<file path="src/rtl/alu_mc.sv">
// Multi-cycle execute ALU with valid/ready handshakes on both sides.
// Single-cycle ops finish in one edge; MUL/DIVU/REMU iterate CPU_WIDTH times.
module alu_mc #(
    parameter int CPU_WIDTH    = 32,
    parameter int ALU_OP_WIDTH = 4,
    localparam int SHAMT_W     = $clog2(CPU_WIDTH)
) (
    input  logic                    clk,
    input  logic                    rst_n,
    input  logic                    in_valid,
    output logic                    in_ready,
    input  logic [ALU_OP_WIDTH-1:0] alu_op,
    input  logic [CPU_WIDTH-1:0]    alu_src1,
    input  logic [CPU_WIDTH-1:0]    alu_src2,
    output logic                    out_valid,
    input  logic                    out_ready,
    output logic [CPU_WIDTH-1:0]    alu_res,
    output logic                    zero
);

    localparam int W     = CPU_WIDTH;
    localparam int CNT_W = SHAMT_W + 1;

    localparam logic [ALU_OP_WIDTH-1:0] OP_ADD  = ALU_OP_WIDTH'(0);
    localparam logic [ALU_OP_WIDTH-1:0] OP_SUB  = ALU_OP_WIDTH'(1);
    localparam logic [ALU_OP_WIDTH-1:0] OP_AND  = ALU_OP_WIDTH'(2);
    localparam logic [ALU_OP_WIDTH-1:0] OP_OR   = ALU_OP_WIDTH'(3);
    localparam logic [ALU_OP_WIDTH-1:0] OP_XOR  = ALU_OP_WIDTH'(4);
    localparam logic [ALU_OP_WIDTH-1:0] OP_SLL  = ALU_OP_WIDTH'(5);
    localparam logic [ALU_OP_WIDTH-1:0] OP_SRL  = ALU_OP_WIDTH'(6);
    localparam logic [ALU_OP_WIDTH-1:0] OP_SRA  = ALU_OP_WIDTH'(7);
    localparam logic [ALU_OP_WIDTH-1:0] OP_SLT  = ALU_OP_WIDTH'(8);
    localparam logic [ALU_OP_WIDTH-1:0] OP_SLTU = ALU_OP_WIDTH'(9);
    localparam logic [ALU_OP_WIDTH-1:0] OP_MUL  = ALU_OP_WIDTH'(10);
    localparam logic [ALU_OP_WIDTH-1:0] OP_DIVU = ALU_OP_WIDTH'(11);
    localparam logic [ALU_OP_WIDTH-1:0] OP_REMU = ALU_OP_WIDTH'(12);

    typedef enum logic [1:0] {
        IDLE = 2'd0,
        BUSY = 2'd1,
        DONE = 2'd2
    } state_t;

    state_t           state_q, state_n;
    logic [CNT_W-1:0] cnt_q;
    logic             mul_q, rem_q;
    logic [W-1:0]     acc_q, opa_q, opb_q;
    logic [W-1:0]     res_q;
    logic             zero_q, out_valid_q, in_ready_q;

    logic             accept, is_mul, is_div, is_rem, div_zero, is_iter;
    logic [SHAMT_W-1:0] shamt;
    logic [W-1:0]     single_res;
    logic [W-1:0]     mul_acc_n;
    logic [W:0]       rem_sh;
    logic             rem_ge;
    logic [W-1:0]     div_rem_n, div_quot_n, iter_res;
    logic             last;

    assign accept   = in_ready_q & in_valid;
    assign is_mul   = (alu_op == OP_MUL);
    assign is_div   = (alu_op == OP_DIVU);
    assign is_rem   = (alu_op == OP_REMU);
    assign div_zero = (alu_src2 == '0);
    assign is_iter  = is_mul | ((is_div | is_rem) & ~div_zero);
    assign shamt    = alu_src2[SHAMT_W-1:0];

    // Divide-by-zero results are produced here so they bypass BUSY.
    always_comb begin
        single_res = '0;
        unique case (alu_op)
            OP_ADD:  single_res = alu_src1 + alu_src2;
            OP_SUB:  single_res = alu_src1 - alu_src2;
            OP_AND:  single_res = alu_src1 & alu_src2;
            OP_OR:   single_res = alu_src1 | alu_src2;
            OP_XOR:  single_res = alu_src1 ^ alu_src2;
            OP_SLL:  single_res = alu_src1 << shamt;
            OP_SRL:  single_res = alu_src1 >> shamt;
            OP_SRA:  single_res = W'($signed(alu_src1) >>> shamt);
            OP_SLT:  single_res = W'($signed(alu_src1) < $signed(alu_src2));
            OP_SLTU: single_res = W'(alu_src1 < alu_src2);
            OP_DIVU: single_res = '1;
            OP_REMU: single_res = alu_src1;
            default: single_res = '0;
        endcase
    end

    // MUL: acc += mcand when mplier LSB set. DIV: acc=rem, opa=divisor, opb=quot.
    assign mul_acc_n  = acc_q + (opb_q[0] ? opa_q : '0);
    assign rem_sh     = {acc_q, opb_q[W-1]};
    assign rem_ge     = (rem_sh >= {1'b0, opa_q});
    assign div_rem_n  = rem_ge ? W'(rem_sh - {1'b0, opa_q}) : rem_sh[W-1:0];
    assign div_quot_n = {opb_q[W-2:0], rem_ge};
    assign iter_res   = mul_q ? mul_acc_n : (rem_q ? div_rem_n : div_quot_n);
    assign last       = (cnt_q == CNT_W'(1));

    always_comb begin
        state_n = state_q;
        unique case (state_q)
            IDLE: if (accept) state_n = is_iter ? BUSY : DONE;
            BUSY: if (last) state_n = DONE;
            DONE: if (out_ready) state_n = IDLE;
            default: state_n = IDLE;
        endcase
    end

    always_ff @(posedge clk or negedge rst_n) begin
        if (!rst_n) begin
            state_q     <= IDLE;
            cnt_q       <= '0;
            mul_q       <= 1'b0;
            rem_q       <= 1'b0;
            acc_q       <= '0;
            opa_q       <= '0;
            opb_q       <= '0;
            res_q       <= '0;
            zero_q      <= 1'b0;
            out_valid_q <= 1'b0;
            in_ready_q  <= 1'b1;
        end else begin
            state_q     <= state_n;
            out_valid_q <= (state_n == DONE);
            in_ready_q  <= (state_n == IDLE);
            unique case (state_q)
                IDLE: begin
                    if (accept && is_iter) begin
                        cnt_q <= CNT_W'(W);
                        mul_q <= is_mul;
                        rem_q <= is_rem;
                        acc_q <= '0;
                        opa_q <= is_mul ? alu_src1 : alu_src2;
                        opb_q <= is_mul ? alu_src2 : alu_src1;
                    end else if (accept) begin
                        res_q  <= single_res;
                        zero_q <= (single_res == '0);
                    end
                end
                BUSY: begin
                    cnt_q <= cnt_q - CNT_W'(1);
                    if (mul_q) begin
                        acc_q <= mul_acc_n;
                        opa_q <= opa_q << 1;
                        opb_q <= opb_q >> 1;
                    end else begin
                        acc_q <= div_rem_n;
                        opb_q <= div_quot_n;
                    end
                    if (last) begin
                        res_q  <= iter_res;
                        zero_q <= (iter_res == '0);
                    end
                end
                default: ;
            endcase
        end
    end

    assign in_ready  = in_ready_q;
    assign out_valid = out_valid_q;
    assign alu_res   = res_q;
    assign zero      = zero_q;

endmodule

</file>
<file path="config.mk">
export PLATFORM = sky130hd
export DESIGN_NAME = alu_mc
export DESIGN_NICKNAME = d
export VERILOG_FILES = /design/src/rtl/alu_mc.sv
export SDC_FILE = /design/constraint.sdc
export NUM_CORES = 1
export LEC_CHECK = 0
export ABC_CLOCK_PERIOD_IN_PS = 3900
export CAP_MARGIN = 30
export CORE_MARGIN = 3
export CORE_UTILIZATION = 58
export DETAILED_ROUTE_END_ITERATION = 8
export PLACE_DENSITY = 0.8
export SYNTH_ARGS = -nofsm -noshare
export SYNTH_HDL_FRONTEND = slang
export SYNTH_SLANG_ARGS = --single-unit
</file>
<file path="constraint.sdc">
create_clock -name clk -period 3.9 [get_ports clk]
set_clock_uncertainty 0.15 [all_clocks]
set_input_delay 1.17 -clock clk [delete_from_list [all_inputs] [get_ports clk]]
set_output_delay 1.17 -clock clk [all_outputs]
set_load 0.01 [all_outputs]
</file>
==> flow_summary.json, run 1 <==
{
  "start_util_pct": 59.0,
  "synth_compound_area_share_pct": 30.2,
  "synth.most_common_cell": "nand2_1",
  "yosysUniqueCellTypes": 100,
  "grt_pass1_wl_mm": 237,
  "grt_usage_pct": 72.1,
  "synth-xor-area-share_pct": 2.63,
  "ys_async_sr_fraction_pct": 100,
  "synth_cells": 3090,
  "syn_area_um2": 23000,
  "dp_hpwl_mm": 88.3,
  "syn_avg_cell_area_um2": 7.43,
  "grt_pass1_vias": 38255,
  "yosysSeqAreaShare_pct": 15.4,
  "synth_common_cells": "nand2_1 (340), nor2_1 (264), a21oi_1 (231)",
  "cts_root_buf": "clkbuf_16",
  "syn_nets": 3335,
  "ys.flop_type": "dfrtp_1",
  "netlist.area_leader.share_pct": 15.3,
  "cts_buffers": 17,
  "haltStage": "global routing",
  "synthSimpleGateAreaFrac_pct": 21.6,
  "die_h_um": 205,
  "synth_seq_cells": 141,
  "cts_hold_buffers": 0,
  "rows": 72,
  "port_buffers": 106,
  "synth_area_leaders": "dfrtp_1 (15%), ha_1 (9.2%), mux2i_1 (5.8%)",
  "fp.dieW_um": 205,
  "clockBufferDepth": 2,
  "cts.sinks": 141,
  "status": "aborted with a tool error",
  "synthMuxAreaShare_pct": 13.5,
  "overflow": 263,
  "yosys_warnings": 0,
  "synth_top_area_cell": "dfrtp_1",
  "synthAdderAreaFrac_pct": 9.56,
  "synth_top_family_by_area": "compound AO/OA/AOI/OAI gates",
  "routabilityCongestion": 1.35,
  "tool.error": "[ERROR GRT-0116] Global routing finished with congestion. Check the congestion regions in the DRC Viewer.",
  "synth-edff-count": 0,
  "htree_levels": 4,
  "grt_max_degree": 124,
  "num_io_pins": 107
}
-- kinds of logic after synthesis --
logic type / count (synthesis)
AOI/OAI and AO/OA: 1037
and+or+nand+nor: 1034
buffers and inverters: 406
muxes: 230
adders and majority gates: 173
DFF: 141
xor gates and xnor gates: 69
-- metrics by stage --
step           instances  setup WS [ps]  hold slack [ps]  cell area [um^2]  util (%)
2_1_floorplan       3090           -523              287             23200         -
3_3_place_gp        4349          -1490              305             30800      79.2
3_5_place_dp        4349          -1570              316             30800      79.2
4_1_cts             4443           -540              327             33100      85.2
-- layer usage --
layer	GRT overflow	global-route usage, %
met3	18	58.9
met5	0	36.2
met2	126	86.3
met4	112	69.1
met1	7	72.8
-- what timing repair did --
item / 4_1_cts
cloned: 3
gates resized for setup: 412
setup buffers: 61
endpoints found under the setup margin: 138
pin swaps: 93
==> run 2: changes to the inputs <==
==> config.mk (replaced) <==
export PLATFORM = sky130hd
export DESIGN_NAME = alu_mc
export DESIGN_NICKNAME = d
export VERILOG_FILES = /design/src/rtl/alu_mc.sv
export SDC_FILE = /design/constraint.sdc
export NUM_CORES = 1
export LEC_CHECK = 0
export ABC_CLOCK_PERIOD_IN_PS = 5050
export CAP_MARGIN = 30
export CORE_MARGIN = 3
export CORE_UTILIZATION = 40
export DETAILED_ROUTE_END_ITERATION = 8
export PLACE_DENSITY_LB_ADDON = 0.15
export SYNTH_ARGS = -nofsm -noshare
export SYNTH_HDL_FRONTEND = slang
export SYNTH_SLANG_ARGS = --single-unit
==> constraint.sdc (replaced) <==
create_clock -name clk -period 5.05 [get_ports clk]
set_clock_uncertainty 0.15 [all_clocks]
set_input_delay 1.515 -clock clk [delete_from_list [all_inputs] [get_ports clk]]
set_output_delay 1.515 -clock clk [all_outputs]
set_load 0.01 [all_outputs]
==> flow_summary.json, run 2 <==
{
  "grt_max_degree": 124,
  "switching_share_pct": 52.2,
  "hold_violations": 0,
  "synthSimpleGateAreaFrac_pct": 21.6,
  "dieArea_um2": 60300,
  "clockBufferDepth": 2,
  "synth.most_common_cell": "nand2_1",
  "cpPeakStageDelay_ps": 500,
  "die_h_um": 246,
  "synth_seq_cells": 141,
  "yosys_warnings": 0,
  "fin_util_pct": 55.4,
  "fin_crit_ps": 5020,
  "yosysUniqueCellTypes": 100,
  "coreArea_um2": 56600,
  "rsz0062_at_grt": "true",
  "p_switching_w": 0.00702,
  "cts.sinks": 141,
  "syn_area_um2": 23000,
  "dp_hpwl_mm": 103,
  "syn_avg_cell_area_um2": 7.43,
  "fp.dieW_um": 246,
  "ir_worst_vdd_uv": 346,
  "cp-end-kind": "flip-flop",
  "setup_viol": 0,
  "cp_data_required_time_ps": 5260,
  "multiInputGateArea_um2": 18500,
  "register_area_um2": 3530,
  "worst_slew_pin_slew_ps": 949,
  "netlist.area_leader.share_pct": 15.3,
  "first_iter_violations": 3028,
  "slew_viol_final": 0,
  "synth_top_family_by_area": "compound AO/OA/AOI/OAI gates",
  "cts_buffers": 17,
  "drtAntennaViolNets": 0,
  "num_io_pins": 107,
  "synthAdderAreaFrac_pct": 9.56,
  "cts_root_buf": "clkbuf_16",
  "drtPass1Iterations": 5,
  "syn_nets": 3335,
  "start_util_pct": 40.6,
  "cts_hold_buffers": 0,
  "leakage_nw": 14.1,
  "grt_pass1_wl_mm": 183,
  "final_cell_mix": "buf_4 (746), nand2_1 (340), nor2_1 (255)",
  "antenna_cells": 0,
  "area_delta_synth_final_pct": 36.6,
  "maxSlewHeadroom_pct": 36.3,
  "synth_top_area_cell": "dfrtp_1",
  "synth-edff-count": 0,
  "n_fill_cell": 5489,
  "seq_power_share_pct": 17.1,
  "cts_tree": "yes",
  "synth_common_cells": "nand2_1 (340), nor2_1 (264), a21oi_1 (231)",
  "synth_area_leaders": "dfrtp_1 (15%), ha_1 (9.2%), mux2i_1 (5.8%)",
  "cpMaxStageDelayCell": "clkdlybuf4s50_1",
  "routabilityCongestion": 1.08,
  "status": "finished, final reports clean",
  "dr_total_vias": 28690,
  "ys_async_sr_fraction_pct": 100,
  "drive_gt1_share_pct": 28.0,
  "start_kind": "input port",
  "synth_cells": 3090,
  "crit_type": "input port to flip-flop",
  "fin_crit_sh_pct": 99.4,
  "grt_pass1_vias": 27751,
  "critical_path_arrival_ps": 5240,
  "cp_common_cell": "buf_4",
  "port_buffers": 106,
  "yosysSeqAreaShare_pct": 15.4,
  "htree_levels": 4,
  "synth_compound_area_share_pct": 30.2,
  "clkTransAtPathRegs_ps": 60,
  "p_comb_share_pct": 72.9,
  "timing.fmax_mhz": 199,
  "fin_nets": 3984,
  "drcViolationCount": 0,
  "intPower_w": 0.00643,
  "ys.flop_type": "dfrtp_1",
  "layout_commonest_cell": "buf_4",
  "grt_usage_pct": 40.5,
  "clock_latency_ps": 460,
  "rows": 87,
  "hold_ws_ps": 331,
  "synthMuxAreaShare_pct": 13.5,
  "path_cells": "clkdlybuf4s50_1, buf_4, nor4_4, buf_4, nand3_1, nor3_1, o21bai_1, o22a_2, a2111o_1, a211oi_1, and4_2, and4_1, nand4_1, o31ai_2",
  "antenna_found_initial": 6,
  "drt-total-wl_mm": 125,
  "power.density_nw_per_um2": 429,
  "clkPwrFrac_pct": 10.0,
  "wl_per_cell_um": 27.8,
  "hold_path_class": "flip-flop to flip-flop",
  "synth-xor-area-share_pct": 2.63,
  "cp_max_fo": 4,
  "maxCapViolations": 0,
  "overflow": 0,
  "viasPerCell": 6.36
}
## run 2: cell counts after synthesis
Identical to the previous run, type by type.
## run 2: area by class of cell
cell class,count,share of cell area (%)
inverters,148,1.77
flip-flops and latches,141,11.3
multi-input cells,2543,58.9
clock inverters,14,0.575
clock buffers,18,1.37
well taps,756,3.02
repair buffers,888,23.1
## run 2: path summary, 6_finish.rpt
path | endpoint | depth (start not counted) | start | slack (ps)
setup / recovery | zero | 14 | alu_src2[16] | 30
hold / removal | alu_res[22] | 2 | alu_res[22] | 330
setup reg to reg | zero | 15 | opa_q[8] | 300
hold reg to reg | alu_res[22] | 2 | alu_res[22] | 330
max in group asynchronous | opb_q[13] | 2 | rst_n | 2920
min in group asynchronous | acc_q[9] | 1 | rst_n | 930
## run 2: timing repair
action                                  CTS  global route
resized for setup                        58            90
cloned                                    0             1
endpoints found under the setup margin   13            11
pin swaps                                22            34
endpoints found under the hold margin     0             0
buffers inserted                         12            12
## run 2: per-stage QoR
stage | setup TNS, ps | setup slack (ps) | total power, W | area [um^2] | std cells
6_report | 0 | 29.3 | 0.0135 | 31400 | 4508
2_1_floorplan | 0 | 13.3 | 0.00799 | 23000 | 3090
3_3_place_gp | -10650 | -974 | 0.0116 | 30000 | 4451
3_5_place_dp | -11130 | -968 | 0.0117 | 30000 | 4451
5_1_grt | -163 | -89.4 | 0.0143 | 31400 | 4508
4_1_cts | 0 | 1.11 | 0.0131 | 30900 | 4495
## run 2: worst max-delay path, delay by kind of cell
family	cells	cell delay [ps]
AOI/OAI and AO/OA	5	1450
buffers and inverters	3	900
and+or+nand+nor	6	1350
## run 2: per-layer routing
metal / global-route usage [%] / part of all wire, % / up-vias
li1: - / - / 12858
met4: 22.9 / 6.8 / 6
met5: 0 / 0.035 / -
met1: 51.3 / 40 / 13952
met2: 65.9 / 46 / 1534
met3: 5.84 / 7.7 / 340
## run 2: logic make-up after synthesis
logic type	count (synthesis)
AOI/OAI and AO/OA	1037
and+or+nand+nor	1034
muxes	230
DFF	141
adders and majority gates	173
xor gates and xnor gates	69
buffers and inverters	406
## run 2: power groups by stage
stage | Sequential [W] | Clock [W] | Combinational [W]
detailed placement | 0.00229 | 0 | 0.00941
global placement | 0.00226 | 0 | 0.00930
finish | 0.00230 | 0.00134 | 0.00981
CTS | 0.00227 | 0.00135 | 0.00951
floorplan | 0.00206 | 0 | 0.00592
global route | 0.00235 | 0.00140 | 0.0105
Note: power is estimated with default switching activity, not from simulation.
